--- src/rtl/alu_share_arbiter.sv ---
// Purpose: shares one ALU + ALU control path between requester 0 (integer datapath) and requester 1 (address/branch helper).
// Latency: accept at T, ALU driven at T+1, rsp_valid from T+2; a new accept may overlap the response handshake.
// Backpressure: rsp_ready low holds the response and blocks all new accepts.
// Optional build macro ALU_ARB_FIXED_PRIO_EN: requester 0 always wins contention instead of round-robin.
module alu_share_arbiter #(
  parameter int WIDTH = 32
) (
  input  logic             clk,
  input  logic             reset,
  input  logic [1:0]       req_valid,
  output logic [1:0]       req_ready,
  input  logic [11:0]      req0_op,
  input  logic [11:0]      req1_op,
  input  logic [WIDTH-1:0] req0_a,
  input  logic [WIDTH-1:0] req0_b,
  input  logic [WIDTH-1:0] req1_a,
  input  logic [WIDTH-1:0] req1_b,
  output logic [1:0]       alu_aluop,
  output logic [6:0]       alu_fun7,
  output logic [2:0]       alu_fun3,
  output logic [WIDTH-1:0] alu_a,
  output logic [WIDTH-1:0] alu_b,
  input  logic [WIDTH-1:0] alu_result,
  input  logic             alu_zero,
  output logic [1:0]       rsp_valid,
  input  logic [1:0]       rsp_ready,
  output logic [WIDTH-1:0] rsp_result,
  output logic             rsp_zero,
  output logic             busy
);

  typedef enum logic [1:0] {
    IDLE = 2'd0,
    EXEC = 2'd1,
    RESP = 2'd2
  } state_t;

  state_t           state;
  logic             last_grant;
  logic             owner;
  logic             rsp_done;
  logic             accept_ok;
  logic             accept;
  logic             grant;
  logic [11:0]      sel_op;
  logic [WIDTH-1:0] sel_a;
  logic [WIDTH-1:0] sel_b;

  // The response handshake frees the ALU in the same cycle, so a new accept may overlap it.
  assign rsp_done  = (state == RESP) && rsp_ready[owner];
  assign accept_ok = (state == IDLE) || rsp_done;
  assign accept    = accept_ok && (req_valid != 2'b00);

  // Pick the winner among valid requesters; contention resolved by round-robin or fixed priority.
  always_comb begin
    grant = 1'b0;
    case (req_valid)
      2'b01:   grant = 1'b0;
      2'b10:   grant = 1'b1;
`ifdef ALU_ARB_FIXED_PRIO_EN
      2'b11:   grant = 1'b0;
`else
      2'b11:   grant = ~last_grant;
`endif
      default: grant = 1'b0;
    endcase
  end

  assign req_ready = accept ? (grant ? 2'b10 : 2'b01) : 2'b00;
  assign sel_op    = grant ? req1_op : req0_op;
  assign sel_a     = grant ? req1_a  : req0_a;
  assign sel_b     = grant ? req1_b  : req0_b;

  // Control FSM; ALU drive registers double as the latched operation and are only non-zero in EXEC.
  always_ff @(posedge clk) begin
    if (reset) begin
      state      <= IDLE;
      last_grant <= 1'b1;
      owner      <= 1'b0;
      alu_aluop  <= 2'b00;
      alu_fun7   <= 7'd0;
      alu_fun3   <= 3'd0;
      alu_a      <= '0;
      alu_b      <= '0;
      rsp_valid  <= 2'b00;
      rsp_result <= '0;
      rsp_zero   <= 1'b0;
      busy       <= 1'b0;
    end else begin
      // Accept can only fire in IDLE or on the RESP handshake, never while EXEC drives the ALU.
      if (accept) begin
        owner                            <= grant;
        last_grant                       <= grant;
        {alu_aluop, alu_fun7, alu_fun3}  <= sel_op;
        alu_a                            <= sel_a;
        alu_b                            <= sel_b;
      end
      case (state)
        IDLE: begin
          if (accept) begin
            state <= EXEC;
            busy  <= 1'b1;
          end
        end
        EXEC: begin
          rsp_result <= alu_result;
          rsp_zero   <= alu_zero;
          rsp_valid  <= owner ? 2'b10 : 2'b01;
          alu_aluop  <= 2'b00;
          alu_fun7   <= 7'd0;
          alu_fun3   <= 3'd0;
          alu_a      <= '0;
          alu_b      <= '0;
          state      <= RESP;
        end
        RESP: begin
          if (rsp_done) begin
            rsp_valid <= 2'b00;
            if (accept) begin
              state <= EXEC;
            end else begin
              state <= IDLE;
              busy  <= 1'b0;
            end
          end
        end
        default: begin
          state <= IDLE;
          busy  <= 1'b0;
        end
      endcase
    end
  end

endmodule

--- config.mk ---
export PLATFORM = sky130hd
export DESIGN_NAME = alu_share_arbiter
export DESIGN_NICKNAME = d
export VERILOG_FILES = /design/src/rtl/alu_share_arbiter.sv
export SDC_FILE = /design/constraint.sdc
export NUM_CORES = 1
export LEC_CHECK = 0
export CAP_MARGIN = 25
export CORE_MARGIN = 4
export CORE_UTILIZATION = 30
export CTS_BUF_LIST = sky130_fd_sc_hd__clkbuf_16
export DETAILED_ROUTE_END_ITERATION = 10
export GPL_ROUTABILITY_DRIVEN = 0
export GPL_TIMING_DRIVEN = 0
export REMOVE_ABC_BUFFERS = 1
export SKIP_LAST_GASP = 1
export SYNTH_ARGS = -nofsm -noshare
export SYNTH_HDL_FRONTEND = slang
export SYNTH_SLANG_ARGS = --single-unit
--- constraint.sdc ---
create_clock -name clk -period 1.67 [get_ports clk]
set_input_delay 0.2505 -clock clk [delete_from_list [all_inputs] [get_ports clk]]
set_output_delay 0.2505 -clock clk [all_outputs]
set_load 0.01 [all_outputs]
## Word level (Yosys, flattened, before mapping)

Cells that the tools add are included.

| storage, ports and cells | value |
|---|---|
| register bits | 116 |
| bits of input ports | 191 |
| output and inout bits | 114 |

| cells by class | value |
|---|---|
| order comparisons | 1 |
| eq/ne operators | 7 |
| multiplexer cells | 19 |
| bitwise logic cells | 2 |
| reductions and logical operators | 10 |

Operators by type and width:

| cell | count |
|---|---|
| $mux 32 | 2 |
| $mux 12 | 1 |
| $mux 2 | 6 |
| $eq 2x2->1 const B | 3 |
| $mux 1 | 6 |
| $ne 2x2->1 const B | 3 |
| $pmux 2 s3 | 1 |
| $pmux 2 s2 | 1 |
| $reduce_and 2->1 | 2 |
| $reduce_and 4->1 | 1 |
| $reduce_bool 2->1 | 2 |
| $pmux 1 s3 | 1 |
| $eq 2x1->1 const B | 1 |
| $logic_and 1x1->1 | 2 |
| $logic_not 2->1 | 1 |
| $lt 1x2->1 const B | 1 |
| $not 1->1 | 2 |
| $pmux 1 s2 | 1 |
| $reduce_or 2->1 | 1 |
| $logic_or 1x1->1 | 1 |

## Depth between registers and ports, before layout

| logic depth | value |
|---|---|
| depth after elaboration | 8 |
| mapped depth | 7 |
| mapped depth without buffers | 3 |

## Least setup slack after synthesis

Ideal clock, no wire load.

| timing path | value |
|---|---|
| path kind | flip-flop to output port |
| from | register owner |
| to | output port req_ready[0] |
| data arrival time | 1.192 ns |
| data required time | 1.419 ns |
| slack | 0.228 ns |
| cell stages (with the launch flop) | 5 |
| path through | dfxtp_1 mux2_4 buf_6 o211ai_1 a21oi_1 |

| between the ends | value |
|---|---|
| word-level cells in the longest chain between the ends | 6 |

Ends and longest elaborated chain:

| element | line | source |
|---|---|---|
| from (decl) | 40 | `logic owner;` |
| from (signal assigned) | 92 | `owner <= grant;` |
| $mux 1 (not written as such) (2 in a row) | 50 | `assign rsp_done = (state == RESP) && rsp_ready[owner];` |
| $logic_and 1x1->1 | 50 |  |
| $logic_or 1x1->1 | 51 | `assign accept_ok = (state == IDLE) \|\| rsp_done;` |
| $logic_and 1x1->1 | 52 | `assign accept = accept_ok && (req_valid != 2'b00);` |
| $mux 2 | 69 | `assign req_ready = accept ? (grant ? 2'b10 : 2'b01) : 2'b00;` |
| to (decl) | 11 | `output logic [1:0] req_ready,` |

Every way passes these cells. The select of a mux whose other input is x is not followed.

## Final worst setup path

Same ends and word-level chain as after synthesis.

==> results by group <==
Outcome
  – Status: finished with violations
  – Violated checks: setup timing

STA
  – RSZ-0062 raised after global routing: yes
  – Max Transition Viols Final: 0
  – Fin crit share: 1.09
  – Setup slack after layout: -0.155 ns
  – Max-slew headroom: 0.435
  – Achievable Freq: between 500 and 600 MHz
  – Clk_skew: about 0.0094 ns
  – Minimum clock period: 1.83 ns
  – Final Hold Viols: 0
  – Slew at the pin closest to its max-slew limit: 0.847 ns
  – Final setup violation count: 2

Setup path
  – Worst setup EP type: primary output
  – Critical path class: reg -> out
  – Crit-path max FO: 3
  – Critical Path AT: roughly 1.6 ns
  – CP Launch Type: flop
  – Required time worst endpoint: 1.42 ns

Layout
  – Final instance area: 10,700 µm²
  – P&R area growth vs syn: 65.5%
  – Layout cells sized above 1: 0.120
  – Finished Core Util: 0.508
  – Filler cell count: 1,994
  – ANT cells: 0
  – Layout Nets: 1,177

GRT
  – Initial antenna violation count: 0
  – Total grt overflow: 0
  – Largest net degree at the start of global routing: 47
  – Vias in the first global route: between 6,000 and 7,000
  – First-pass GRT wire length: 39,500 µm
  – Total Routing Usage GR: 0.207

Route
  – # DRC: 0
  – Routed WL: about 26,000 µm
  – Number of vias per cell: approximately 5.3
  – Via count: 6,715
  – Drt first-iter violations: between 300 and 400
  – Pre-antenna DRT Iters: 4
  – WL/cell: 20.4 µm
  – DRT antenna net count: 0

Clock tree
  – CTS root buffer: clkbuf_16
  – Clock sinks: roughly 120
  – H-tree Lvls: 4
  – Clock slew at reported path FFs: 0.07 ns
  – Clk Latency, worst-skew pair: roughly 0.42 ns
  – Inserted Clock Buffers: 17
  – CTS Buffer Depth: 2
  – TritonCTS clock tree: done

Power and ir drop
  – Clk pwr share: 0.393
  – Sequential power share: 0.323
  – PwrDens: between 900 and 1000 nW/µm²
  – Max rail drop VDD: 0.670 mV
  – Logic pwr share: 0.284
  – Sw Pwr: 3.05 mW
  – Power Internal: a little over 7 mW
  – Sw frac: 0.300
  – Leak: 3.98 nW

Floorplanning
  – Total die area: approximately 24,000 µm²
  – Num rows: 53
  – I/O Pins: 305
  – Die Wd: 155 µm
  – Die Y: 155 µm
  – Core Area: 21,200 µm²
  – Initial Utilization: 0.307

Yosys
  – YS warnings: 0
  – Synth Area in Simple Gates: 0.193
  – Xor/xnor share of the synthesized area: 0
  – Synthesized-area fraction occupied by adder cells: 0
  – Post-synth cell types: 34
  – Compound-cell area share of the yosys netlist: 0.259
  – Mapped Cells: 707
  – Post-Syn Area per Cell: 9.19 µm²
  – Post-synthesis sequential area ratio: 0.358
  – Fraction of synthesized area in multiplexers: 0.122
  – Post-Syn Area: 6490 µm²
  – Flop and latch count out of synthesis: 116
  – Largest family of logic cells by synthesized area: compound AO/OA/AOI/OAI gates

Worst hold path
  – Hold Crit Class: in -> reg

Placement
  – Detailed-placement wirelength estimate: 15,800 µm
  – Placed cell area: 9700 µm²
  – Number of port buffers: 304

Run
  – Max Cap Viol: 0
path summary, 6_finish.rpt:
| kind | startpoint | to | slack (ns) | cells after the start |
|---|---|---|---|---|
| setup / recovery | owner$_SDFFE_PP0N_ | req_ready[0] | -0.16 | 4 |
| hold / removal | alu_result[21] | rsp_result[21]$_SDFFE_PP0P_ | 0.37 | 3 |
| hold reg to reg | rsp_result[31]$_SDFFE_PP0P_ | rsp_result[31]$_SDFFE_PP0P_ | 0.45 | 2 |
| setup reg to reg | owner$_SDFFE_PP0N_ | alu_aluop[1]$_SDFFE_PP0N_ | 0 | 6 |
power groups by stage:
stage | sequential, mW | combinational, mW | clock, mW
after floorplan | 3.44 | 1.13 | 0
after global placement | 3.35 | 2.68 | 0
after detailed placement | 3.34 | 2.70 | 0
after CTS | 3.28 | 2.91 | 4.08
after global routing | 3.33 | 3.10 | 4.21
final | 3.28 | 2.89 | 3.99
synth_stat cells, drive strengths merged:
master,count,area share
a2111oi,1,0.0013
a211oi,76,0.11
a21boi,2,0.0035
a21oi,36,0.028
a221o,1,0.0015
a221oi,1,0.0013
and3,1,0.00096
buf,35,0.041
clkbuf,44,0.026
dfxtp,116,0.36
inv,4,0.0023
mux2,1,0.0023
mux2i,77,0.12
nand2,67,0.039
nand2b,78,0.075
nand3,1,0.00077
nor2,2,0.0012
nor2b,3,0.0029
o211ai,2,0.0023
o21ai,3,0.0023
o21ba,1,0.0015
o21bai,1,0.0012
o221ai,76,0.10
o2bb2ai,1,0.0013
o311ai,1,0.0013
or3,76,0.073
sequential cells by signal, indices dropped and copies added, names as in the netlist:
signal      cells
alu_a          32
rsp_valid       2
rsp_zero        1
alu_fun3        3
alu_aluop       2
state           2
rsp_result     32
alu_fun7        7
busy            1
owner           1
alu_b          32
last_grant      1
kinds of logic after synthesis:
group | count (synthesis)
AND/OR/NAND/NOR | 228
multiplexers | 78
AO/OA/AOI/OAI | 202
flip-flops | 116
buffers and inverters | 83
cells in the final DEF, fill, tap and decap left out, types with 2 or more instances in the layout:
| cell | n |
|---|---|
| inv_1 | 3 |
| mux2_4 | 3 |
| buf_4 | 12 |
| nand2b_2 | 2 |
| buf_2 | 3 |
| buf_16 | 3 |
| clkinv_4 | 3 |
| clkbuf_16 | 18 |
| a211oi_2 | 30 |
| o221ai_1 | 76 |
| nand2b_4 | 2 |
| mux2_8 | 2 |
| dfxtp_1 | 113 |
| dlymetal6s2s_1 | 14 |
| o21ai_0 | 3 |
| nand2b_1 | 76 |
| a21boi_4 | 2 |
| nand2_1 | 67 |
| or3_1 | 76 |
| dlygate4sd2_1 | 3 |
| mux2i_1 | 70 |
| a21oi_1 | 36 |
| bufinv_16 | 4 |
| mux2i_2 | 6 |
| nor2b_1 | 2 |
| buf_12 | 9 |
| nor2_1 | 2 |
| inv_6 | 8 |
| a211oi_1 | 46 |
| dfxtp_4 | 3 |
| clkdlybuf4s50_1 | 282 |
| o211ai_1 | 2 |
| buf_8 | 3 |
layout make-up:
type                       instances  area [µm²]  area share
clock inverter                    14         188      0.0175
tap                              275         344      0.0320
sequential                       116        2330       0.217
timing repair inverter             2        17.5     0.00163
clock buffer                      18         450      0.0419
multi-input combinational        514        3890       0.362
inverter                           4        41.3     0.00384
timing repair buffer             331        3480       0.324
what timing repair did:
action / 4_1_cts / 5_1_grt
resized for setup: 33 / 20
hold buffers: 0 / 0
pin swaps: 3 / 3
endpoints found under the setup margin: 116 / 62
buffers inserted: 14 / 1
hold endpoints to repair: 0 / 0
gates cloned: 8 / 1
per-stage QoR:
stage | cells | setup WS [ns] | power (mW) | hold WS (ns) | TNS [ns]
floorplan | 628 | -2.88 | 4.57 | 0.320 | -269.67
global placement | 1207 | -6.71 | 6.03 | 0.440 | -618.57
detailed placement | 1218 | -1.39 | 6.04 | 0.447 | -87.18
CTS | 1272 | -0.187 | 10.3 | 0.354 | -0.355
global route | 1274 | -0.220 | 10.6 | 0.364 | -2.75
finish | 1274 | -0.155 | 10.2 | 0.373 | -0.289
per-layer routing:
layer,global-route usage,share of wire,wire [µm],vias to the layer above
met5,0,0,0,-
met4,0.0555,0.011,287,0
met3,0.0796,0.092,2400,22
met2,0.336,0.46,12000,277
met1,0.258,0.43,11300,3167
li1,-,-,-,3249
critical path: stages (launching register included):
cell and delay (ns):
dfxtp_4 0.36, mux2_8 0.36, o211ai_1 0.22, a21oi_1 0.07
buf_2 0.15
Power figures use the tool's default switching activity.
